<file path="src/rtl/dma_read_arbiter.sv">
// Two-requester AXI3 read-channel arbiter: one burst in flight, R beats routed to the owner.
// Define DMA_ARB_RR_EN for round-robin arbitration; otherwise requester 0 has fixed priority.
module dma_read_arbiter #(
  parameter logic [3:0] M0_ID = 4'd2,
  parameter logic [3:0] M1_ID = 4'd3
) (
  input  logic        clk,
  input  logic        reset,
  input  logic [31:0] s0_araddr,
  input  logic [3:0]  s0_arlen,
  input  logic [2:0]  s0_arsize,
  input  logic [1:0]  s0_arburst,
  input  logic        s0_arvalid,
  output logic        s0_arready,
  output logic [31:0] s0_rdata,
  output logic [1:0]  s0_rresp,
  output logic        s0_rlast,
  output logic        s0_rvalid,
  input  logic        s0_rready,
  input  logic [31:0] s1_araddr,
  input  logic [3:0]  s1_arlen,
  input  logic [2:0]  s1_arsize,
  input  logic [1:0]  s1_arburst,
  input  logic        s1_arvalid,
  output logic        s1_arready,
  output logic [31:0] s1_rdata,
  output logic [1:0]  s1_rresp,
  output logic        s1_rlast,
  output logic        s1_rvalid,
  input  logic        s1_rready,
  output logic [3:0]  m_arid,
  output logic [31:0] m_araddr,
  output logic [3:0]  m_arlen,
  output logic [2:0]  m_arsize,
  output logic [1:0]  m_arburst,
  output logic [1:0]  m_arlock,
  output logic [3:0]  m_arcache,
  output logic [2:0]  m_arprot,
  output logic        m_arvalid,
  input  logic        m_arready,
  input  logic [3:0]  m_rid,
  input  logic [31:0] m_rdata,
  input  logic [1:0]  m_rresp,
  input  logic        m_rlast,
  input  logic        m_rvalid,
  output logic        m_rready,
  output logic        busy,
  output logic        owner,
  output logic        err
);
  typedef enum logic [1:0] {IDLE, ADDR, DATA} state_t;

  state_t      r_state, w_next;
  logic        r_owner, r_err;
  logic [3:0]  r_cnt, r_arid, r_arlen;
  logic [31:0] r_araddr;
  logic [2:0]  r_arsize;
  logic [1:0]  r_arburst;

  logic        w_req, w_win, w_grant, w_hs, w_bad;
  logic [3:0]  w_exp_id;

  assign w_req = s0_arvalid | s1_arvalid;
`ifdef DMA_ARB_RR_EN
  // On a tie the requester that did not own the last burst wins.
  assign w_win = (s0_arvalid && s1_arvalid) ? ~r_owner : s1_arvalid;
`else
  assign w_win = ~s0_arvalid;
`endif
  assign w_grant  = (r_state == IDLE) && w_req;
  assign w_hs     = m_rvalid && m_rready;
  assign w_exp_id = r_owner ? M1_ID : M0_ID;
  assign w_bad    = (m_rid != w_exp_id) ||
                    ( m_rlast && (r_cnt != r_arlen)) ||
                    (!m_rlast && (r_cnt == r_arlen));

  always_comb begin
    w_next     = r_state;
    s0_arready = 1'b0;
    s1_arready = 1'b0;
    s0_rvalid  = 1'b0;
    s1_rvalid  = 1'b0;
    m_rready   = 1'b0;
    m_arvalid  = 1'b0;
    case (r_state)
      IDLE: if (w_req) begin
        w_next     = ADDR;
        s0_arready = ~w_win;
        s1_arready = w_win;
      end
      ADDR: begin
        m_arvalid = 1'b1;
        if (m_arready) w_next = DATA;
      end
      DATA: begin
        m_rready  = r_owner ? s1_rready : s0_rready;
        s0_rvalid = ~r_owner & m_rvalid;
        s1_rvalid = r_owner & m_rvalid;
        if (w_hs && m_rlast) w_next = IDLE;
      end
      default: w_next = IDLE;
    endcase
  end

  always_ff @(posedge clk) begin
    if (reset) begin
      r_state   <= IDLE;
      r_owner   <= 1'b1;
      r_err     <= 1'b0;
      r_cnt     <= '0;
      r_arid    <= '0;
      r_araddr  <= '0;
      r_arlen   <= '0;
      r_arsize  <= '0;
      r_arburst <= '0;
    end else begin
      r_state <= w_next;
      if (w_grant) begin
        r_owner   <= w_win;
        r_cnt     <= '0;
        r_arid    <= w_win ? M1_ID      : M0_ID;
        r_araddr  <= w_win ? s1_araddr  : s0_araddr;
        r_arlen   <= w_win ? s1_arlen   : s0_arlen;
        r_arsize  <= w_win ? s1_arsize  : s0_arsize;
        r_arburst <= w_win ? s1_arburst : s0_arburst;
      end
      // Counter wraps freely; a length mismatch only flags err, rlast still ends the burst.
      if ((r_state == DATA) && w_hs) begin
        r_cnt <= r_cnt + 4'd1;
        if (w_bad) r_err <= 1'b1;
      end
    end
  end

  // R payload is broadcast; only the owner sees rvalid.
  assign s0_rdata  = m_rdata;
  assign s0_rresp  = m_rresp;
  assign s0_rlast  = m_rlast;
  assign s1_rdata  = m_rdata;
  assign s1_rresp  = m_rresp;
  assign s1_rlast  = m_rlast;

  assign m_arid    = r_arid;
  assign m_araddr  = r_araddr;
  assign m_arlen   = r_arlen;
  assign m_arsize  = r_arsize;
  assign m_arburst = r_arburst;
  assign m_arlock  = '0;
  assign m_arcache = '0;
  assign m_arprot  = '0;

  assign busy  = (r_state != IDLE);
  assign owner = r_owner;
  assign err   = r_err;
endmodule

</file>
<file path="config.mk">
export PLATFORM = sky130hd
export DESIGN_NAME = dma_read_arbiter
export DESIGN_NICKNAME = d
export VERILOG_FILES = /design/src/rtl/dma_read_arbiter.sv
export SDC_FILE = /design/constraint.sdc
export NUM_CORES = 1
export LEC_CHECK = 0
export ABC_AREA = 0
export BUFFER_PORTS_ARGS = -buffer_cell sky130_fd_sc_hd__buf_2
export CAP_MARGIN = 10
export CORE_MARGIN = 2
export CORE_UTILIZATION = 28
export DETAILED_ROUTE_END_ITERATION = 6
export HOLD_SLACK_MARGIN = 0.15
export PLACE_DENSITY_LB_ADDON = 0.05
export SKIP_LAST_GASP = 1
export SLEW_MARGIN = 20
export SYNTH_ARGS = -nofsm -noshare
export SYNTH_HDL_FRONTEND = slang
export SYNTH_SLANG_ARGS = --single-unit
export TNS_END_PERCENT = 100
</file>
<file path="constraint.sdc">
create_clock -name clk -period 1.9 [get_ports clk]
set_input_delay 0.285 -clock clk [delete_from_list [all_inputs] [get_ports clk]]
set_output_delay 0.285 -clock clk [all_outputs]
set_load 0.02 [all_outputs]
</file>
==> impl_metrics.py, run 1 <==
metrics = {
    "finish": {
        "drive_gt1_share_pct": 48.0,
        "multi_input_area_um2": 1410,
        "layout_commonest_cell": "buf_2",
        "antenna_cells": 0,
        "final_nets": 535,
        "layout_common_cells": "buf_2, nor2_1, dfxtp_1",
        "syn_to_final_growth_pct": 13.1,
        "regArea_um2": 1020,
        "postLayoutCoreUtil_pct": 32.5,
        "fillers": 1195,
    },
    "placement": {
        "hpwl_mm": 5.76,
        "port_buffers": 148,
        "globalplace.congestion": 0.677,
    },
    "synthesis": {
        "synth_flop_cell": "dfxtp_1",
        "ys_seq_elements": 51,
        "ys_seq_area_share_pct": 32.8,
        "synth_top_area_share_pct": 32.8,
        "synth.avg_cell_area_um2": 9.30,
        "synth-edff-count": 0,
        "synthCells": 335,
        "async_flop_share_pct": 0,
        "yosysTopAreaCell": "dfxtp_1",
        "synth_warnings": 0,
        "synth.distinct_cells": 35,
        "synth_area_leaders": "dfxtp_1, buf_4, mux2i_1",
        "syn_area_um2": 3120,
    },
    "critical_path": {
        "path_delay_family": "flip-flops",
        "cp-startpoint": "r_state[0]",
        "arrival_ns": 1.33,
        "worst_setup_path_end_kind": "primary output",
        "required_ns": 1.62,
        "critPathMaxFanout": 7,
        "start_kind": "register",
        "path_depth": 4,
        "r2r_cells": 4,
        "critPathKind": "reg2out",
        "slowest_stage": "dfxtp_1",
        "critPathBufInv": 2,
        "worst-r2r-setup-slack_ns": 0.42,
        "r2r-start": "owner",
        "worstPathCellList": "nor2_2 > buf_4 > and2_1 > buf_2",
        "cpPeakStageDelay_ns": 0.38,
    },
    "timing": {
        "max_freq_mhz": 620,
        "rsz0062_at_grt": "false",
        "skew_ns": 0.00906,
        "setup_tns_ns": 0,
        "fin_crit_sh_pct": 84.9,
        "hold_violations": 0,
        "finalMaxSlewViolations": 0,
        "min_period_ns": 1.61,
        "setup_viol": 0,
    },
    "detailed_routing": {
        "vias": 2409,
        "viasPerCell": 4.41,
        "drtIter0Drc": 45,
        "first_pass_iters": 4,
        "drc": 0,
        "wirelength_mm": 7.48,
        "drtAntennaViolNets": 0,
        "wl_per_cell_um": 13.7,
    },
    "power": {
        "ir_drop_uv": 284,
        "p_switching_mw": 0.963,
        "power_frac_seq_pct": 45.5,
        "p_leak_nw": 1.73,
        "power.density_nw_per_um2": 784,
        "switching_share_pct": 34.9,
        "p_comb_share_pct": 31.7,
        "p_int_mw": 1.80,
        "clockPowerShare_pct": 22.9,
    },
    "job": {
        "drv_cap": 0,
    },
    "floorplanning": {
        "coreArea_um2": 10800,
        "dieArea_um2": 12000,
        "initial_utilization_pct": 28.7,
        "rows": 38,
        "fp.dieH_um": 109,
        "die_w_um": 109,
        "pin_count": 262,
    },
    "min_path": {
        "whs_path_depth": 2,
        "hold_path.startpoint": "m_arready",
        "hp-class": "in2reg",
    },
    "clock_network": {
        "post-cts-setup-buffers": 0,
        "cts-root-buf": "clkbuf_8",
        "insertion_delay_ns": 0.31,
        "cts_hold_buf": 0,
        "cts_buffer_depth": 2,
        "cts_resized": 0,
        "cts.sinks": 51,
        "clk_pin_slew_ns": 0.10,
        "tritoncts": "done",
        "cts-buffers-inserted": 5,
        "cts-htree-levels": 2,
    },
    "global_route": {
        "antenna_found_initial": 0,
        "grt_pass1_wl_mm": 11.0,
        "grt_util_all_layers_pct": 11.9,
        "grt_pass1_vias": 2242,
        "grt_overflow": 0,
        "grt_max_degree": 44,
    },
    "status": {
        "status": "complete, no violations",
    },
}
-- synthesized netlist by cell type, drive strengths merged, types with 2 or more instances --
cell type,n
buf,90
nor2,53
dfxtp,51
mux2i,42
a211oi,41
clkbuf,13
a21oi,5
xor2,5
nand2,4
nand3,4
and2,3
a2111oi,2
inv,2
nor3,2
nor4,2
or3b,2
-- per-stage QoR --
step / std cells / total power, mW / hold slack [ns] / worst slack, ns / cell area, um2
2_1_floorplan: 345 / 2.09 / 0.402 / 0.373 / 3150
3_3_place_gp: 538 / 2.17 / 0.460 / 0.456 / 3440
3_5_place_dp: 538 / 2.17 / 0.468 / 0.425 / 3440
4_1_cts: 546 / 2.82 / 0.183 / 0.273 / 3520
5_1_grt: 546 / 2.96 / 0.190 / 0.197 / 3520
6_report: 546 / 2.76 / 0.186 / 0.286 / 3520
-- logic make-up (layout without fill, tap and decap cells) --
| kind of cell | count (synthesis) | in the layout | synth area share [%] |
|---|---|---|---|
| simple gates | 76 | 76 | 10.9 |
| xor+xnor | 6 | 6 | 1.69 |
| compound gates | 52 | 52 | 17.0 |
| mux | 43 | 43 | 13.9 |
| other cells | 1 | 11 | 0.120 |
| fa+ha+maj | 1 | 1 | 0.402 |
| buf+inv | 105 | 166 | 23.2 |
| flops | 51 | 51 | 32.8 |
-- power by group through the flow --
stage	Sequential (mW)	Clock [mW]	Combinational [mW]
floorplan	1.41	0	0.671
detailed placement	1.28	0	0.893
CTS	1.26	0.669	0.894
global route	1.28	0.722	0.966
finish	1.26	0.631	0.874
global placement	1.28	0	0.887
-- area by class of cell --
type	instances	share of cell area (%)
Timing Repair Buffer	156	23.4
Clock buffer	7	2.17
Inverter	2	0.213
Tap cell	140	4.97
Multi-Input combinational cell	189	40.1
Sequential cell	51	29.0
Clock inverter	1	0.142
-- registers in the layout, summed over array words and instances, names as in the netlist --
name,flops
m_arlen,4
owner,1
m_araddr,32
m_arsize,3
r_cnt,4
m_arburst,2
m_arid,2
err,1
r_state,2
-- worst paths after layout --
path	end
worst min register to register	m_arid[1]
worst min-delay path	r_state[0]
worst max register to register	r_cnt[1]
worst max-delay path	s0_arready
-- routing by layer --
metal	share of wire [%]	track usage, %	routed length [um]
met1	41	14.0	3070
met2	47	20.3	3510
met3	11	4.21	786
met4	1.4	3.35	104
met5	0	0	0
(Power assumes the default switching activity.)
==> run 2, diff against run 1 <==
--- a/config.mk
+++ b/config.mk
@@ -5,7 +5,7 @@
 export SDC_FILE = /design/constraint.sdc
 export NUM_CORES = 1
 export LEC_CHECK = 0
-export ABC_AREA = 0
+export ABC_AREA = 1
 export BUFFER_PORTS_ARGS = -buffer_cell sky130_fd_sc_hd__buf_2
 export CAP_MARGIN = 10
 export CORE_MARGIN = 2
==> constraint.sdc (replaced) <==
create_clock -name clk -period 1.6 [get_ports clk]
set_input_delay 0.24 -clock clk [delete_from_list [all_inputs] [get_ports clk]]
set_output_delay 0.24 -clock clk [all_outputs]
set_load 0.02 [all_outputs]
==> run 2 against run 1 <==
Die area fell by 5.0%; register-to-register slack got worse by 0.26 ns; routed wire length rose by 7.5%; count of clock-buffer cells in the layout fell by 1; synthesized cell count rose by 22%; critical path type unchanged; sequential share of layout area rose by 1.7 points; design area fell by 5.3%; critical endpoint is now s1_arready; largest cell class unchanged; final cell count rose by 12%; worst setup slack got worse by 0.17 ns; combinational power rose by 10%.
==> impl_metrics.py, run 2 <==
metrics = {
    "synthesis": {
        "ys_seq_area_share_pct": 34.6,
        "synthXorXnorAreaFrac_pct": 0.593,
        "syn_area_um2": 2950,
        "synth_area_leaders": "dfxtp_1, buf_4, nand2_1",
        "synth_flop_cell": "dfxtp_1",
        "yosysTopAreaCell": "dfxtp_1",
        "synth_compound_area_share_pct": 18.2,
        "synth.avg_cell_area_um2": 7.24,
        "synthMuxAreaShare_pct": 0,
        "synth-edff-count": 0,
        "synthCells": 408,
        "synthSimpleGateAreaFrac_pct": 17.4,
        "yosysMostFrequentCell": "nand2_1",
        "synth_warnings": 0,
        "ys_top_cells_by_count": "nand2_1, buf_4, dfxtp_1",
        "synth_top_area_share_pct": 34.6,
        "async_flop_share_pct": 0,
        "synth_adder_area_share_pct": 0.424,
        "ys_seq_elements": 51,
        "synth_top_family_by_area": "buffers and inverters",
        "synth.distinct_cells": 25,
    },
    "timing": {
        "setup_viol": 0,
        "skew_ns": 0.00560,
        "setup_tns_ns": 0,
        "max_freq_mhz": 673,
        "min_period_ns": 1.49,
        "finalMaxSlewViolations": 0,
        "rsz0062_at_grt": "false",
        "fin_crit_sh_pct": 92.9,
        "holdWs_ns": 0.198,
        "hold_violations": 0,
    },
    "clock_network": {
        "cts.sinks": 51,
        "clk_pin_slew_ns": 0.09,
        "cts-htree-levels": 2,
        "insertion_delay_ns": 0.29,
        "cts_hold_buf": 0,
        "cts_buffer_depth": 2,
        "cts-buffers-inserted": 5,
        "tritoncts": "done",
        "cts-root-buf": "clkbuf_8",
    },
    "power": {
        "power.density_nw_per_um2": 951,
        "ir_drop_uv": 299,
        "switching_share_pct": 34.6,
        "clockPowerShare_pct": 22.0,
        "p_int_mw": 2.07,
        "p_comb_share_pct": 30.4,
        "p_leak_nw": 1.67,
        "p_switching_mw": 1.10,
        "power_frac_seq_pct": 47.5,
    },
    "detailed_routing": {
        "viasPerCell": 4.42,
        "wl_per_cell_um": 13.1,
        "wirelength_mm": 8.03,
        "drtAntennaViolNets": 0,
        "drtIter0Drc": 89,
        "drc": 0,
        "vias": 2708,
        "first_pass_iters": 4,
    },
    "global_route": {
        "grt_max_degree": 30,
        "grt_pass1_vias": 2604,
        "antenna_found_initial": 0,
        "grt_pass1_wl_mm": 12.3,
        "grt_overflow": 0,
        "grt_util_all_layers_pct": 13.5,
    },
    "critical_path": {
        "critPathMaxFanout": 6,
        "critPathKind": "reg2out",
        "required_ns": 1.36,
        "arrival_ns": 1.25,
        "worst_setup_path_end_kind": "primary output",
        "start_kind": "register",
        "worst-r2r-setup-slack_ns": 0.16,
    },
    "floorplanning": {
        "fp.dieH_um": 107,
        "initial_utilization_pct": 28.7,
        "die_w_um": 107,
        "dieArea_um2": 11400,
        "pin_count": 262,
        "coreArea_um2": 10300,
        "rows": 37,
    },
    "finish": {
        "postLayoutCoreUtil_pct": 32.5,
        "final_nets": 608,
        "layout_common_cells": "buf_2, nand2_1, dfxtp_1",
        "fillers": 1134,
        "layout_commonest_cell": "buf_2",
        "antenna_cells": 0,
        "largest_register_ff_count": 32,
        "syn_to_final_growth_pct": 13.0,
        "drive_gt1_share_pct": 36.1,
    },
    "min_path": {
        "hp-class": "in2reg",
    },
    "job": {
        "drv_cap": 0,
    },
    "status": {
        "status": "complete, no violations",
    },
    "placement": {
        "globalplace.congestion": 0.777,
        "port_buffers": 148,
        "hpwl_mm": 6.05,
    },
}
[run 2: cell types whose count changed in the layout (fill, tap and decap cells not counted), moves of 3 or more]
cell      previous run  this run
nor2_1              51         8
a21oi_1              5         9
xor2_1               5         2
a31oi_1              1        41
o21ai_1              0        21
a211oi_1            11         0
o21ai_0              0        23
mux2i_1             42         0
nor2_4               0         3
inv_1                2        22
nand2_1              4       109
a211oi_2            30         0
[run 2: power groups by stage]
| stage | logic [mW] | clock network (mW) | registers (mW) |
|---|---|---|---|
| after global routing | 1.07 | 0.779 | 1.53 |
| after global placement | 0.972 | 0 | 1.54 |
| after floorplan | 0.717 | 0 | 1.69 |
| after detailed placement | 0.975 | 0 | 1.53 |
| after CTS | 0.976 | 0.740 | 1.51 |
| final | 0.965 | 0.699 | 1.51 |
[run 2: routing by layer]
layer	part of all wire [%]	GRT usage, %	vias to the layer above
li1	-	-	1368
met1	43	16.5	1202
met2	46	21.9	122
met3	9.0	4.74	16
met4	1.5	4.82	0
met5	0	0	-
[run 2: stage by stage]
stage	instance area (um2)	worst slack [ns]	total power, mW	std cells
6_report	3340	0.113	3.17	613
5_1_grt	3340	0.0129	3.37	613
4_1_cts	3330	0.0133	3.22	613
3_5_place_dp	3250	0.170	2.51	607
3_3_place_gp	3250	0.226	2.51	607
2_1_floorplan	2990	0.253	2.41	418
[run 2: worst max-delay path, cell delays in order (launching register included)]
cell and delay (ns):
dfxtp_1 0.38, nor2_4 0.16, o21ai_4 0.09, nor2_2 0.14, buf_2 0.19
[run 2: worst paths after layout]
kind | from | to | cells after the start
worst max-delay path | r_state[0] | s1_arready | 4
worst min-delay path | s1_araddr[30] | m_araddr[30] | 3
worst max register to register | r_state[0] | m_araddr[26] | 6
worst min register to register | err | err | 2
[run 2: area by class of cell]
type | instances | area, um2 | share of cell area [%]
Timing Repair Buffer | 157 | 846 | 25.4
Tap cell | 136 | 170 | 5.10
Multi-Input combinational cell | 238 | 1130 | 33.9
Inverter | 25 | 93.8 | 2.81
Sequential cell | 51 | 1020 | 30.6
Clock buffer | 6 | 72.6 | 2.18
[run 2: cell families (layout without fill, tap and decap cells)]
kind of cell               count (synthesis)  count (layout)
adders and majority gates                  1               1
and+or+nand+nor                          129             129
other                                      1              11
DFF                                       51              51
xor gates and xnor gates                   2               2
AOI/OAI and AO/OA                         95              95
buffers and inverters                    129             188
[run 2: what timing repair did]
action,CTS,global route
endpoints found under the setup margin,0,3
buffers inserted,0,0
resized for setup,0,3
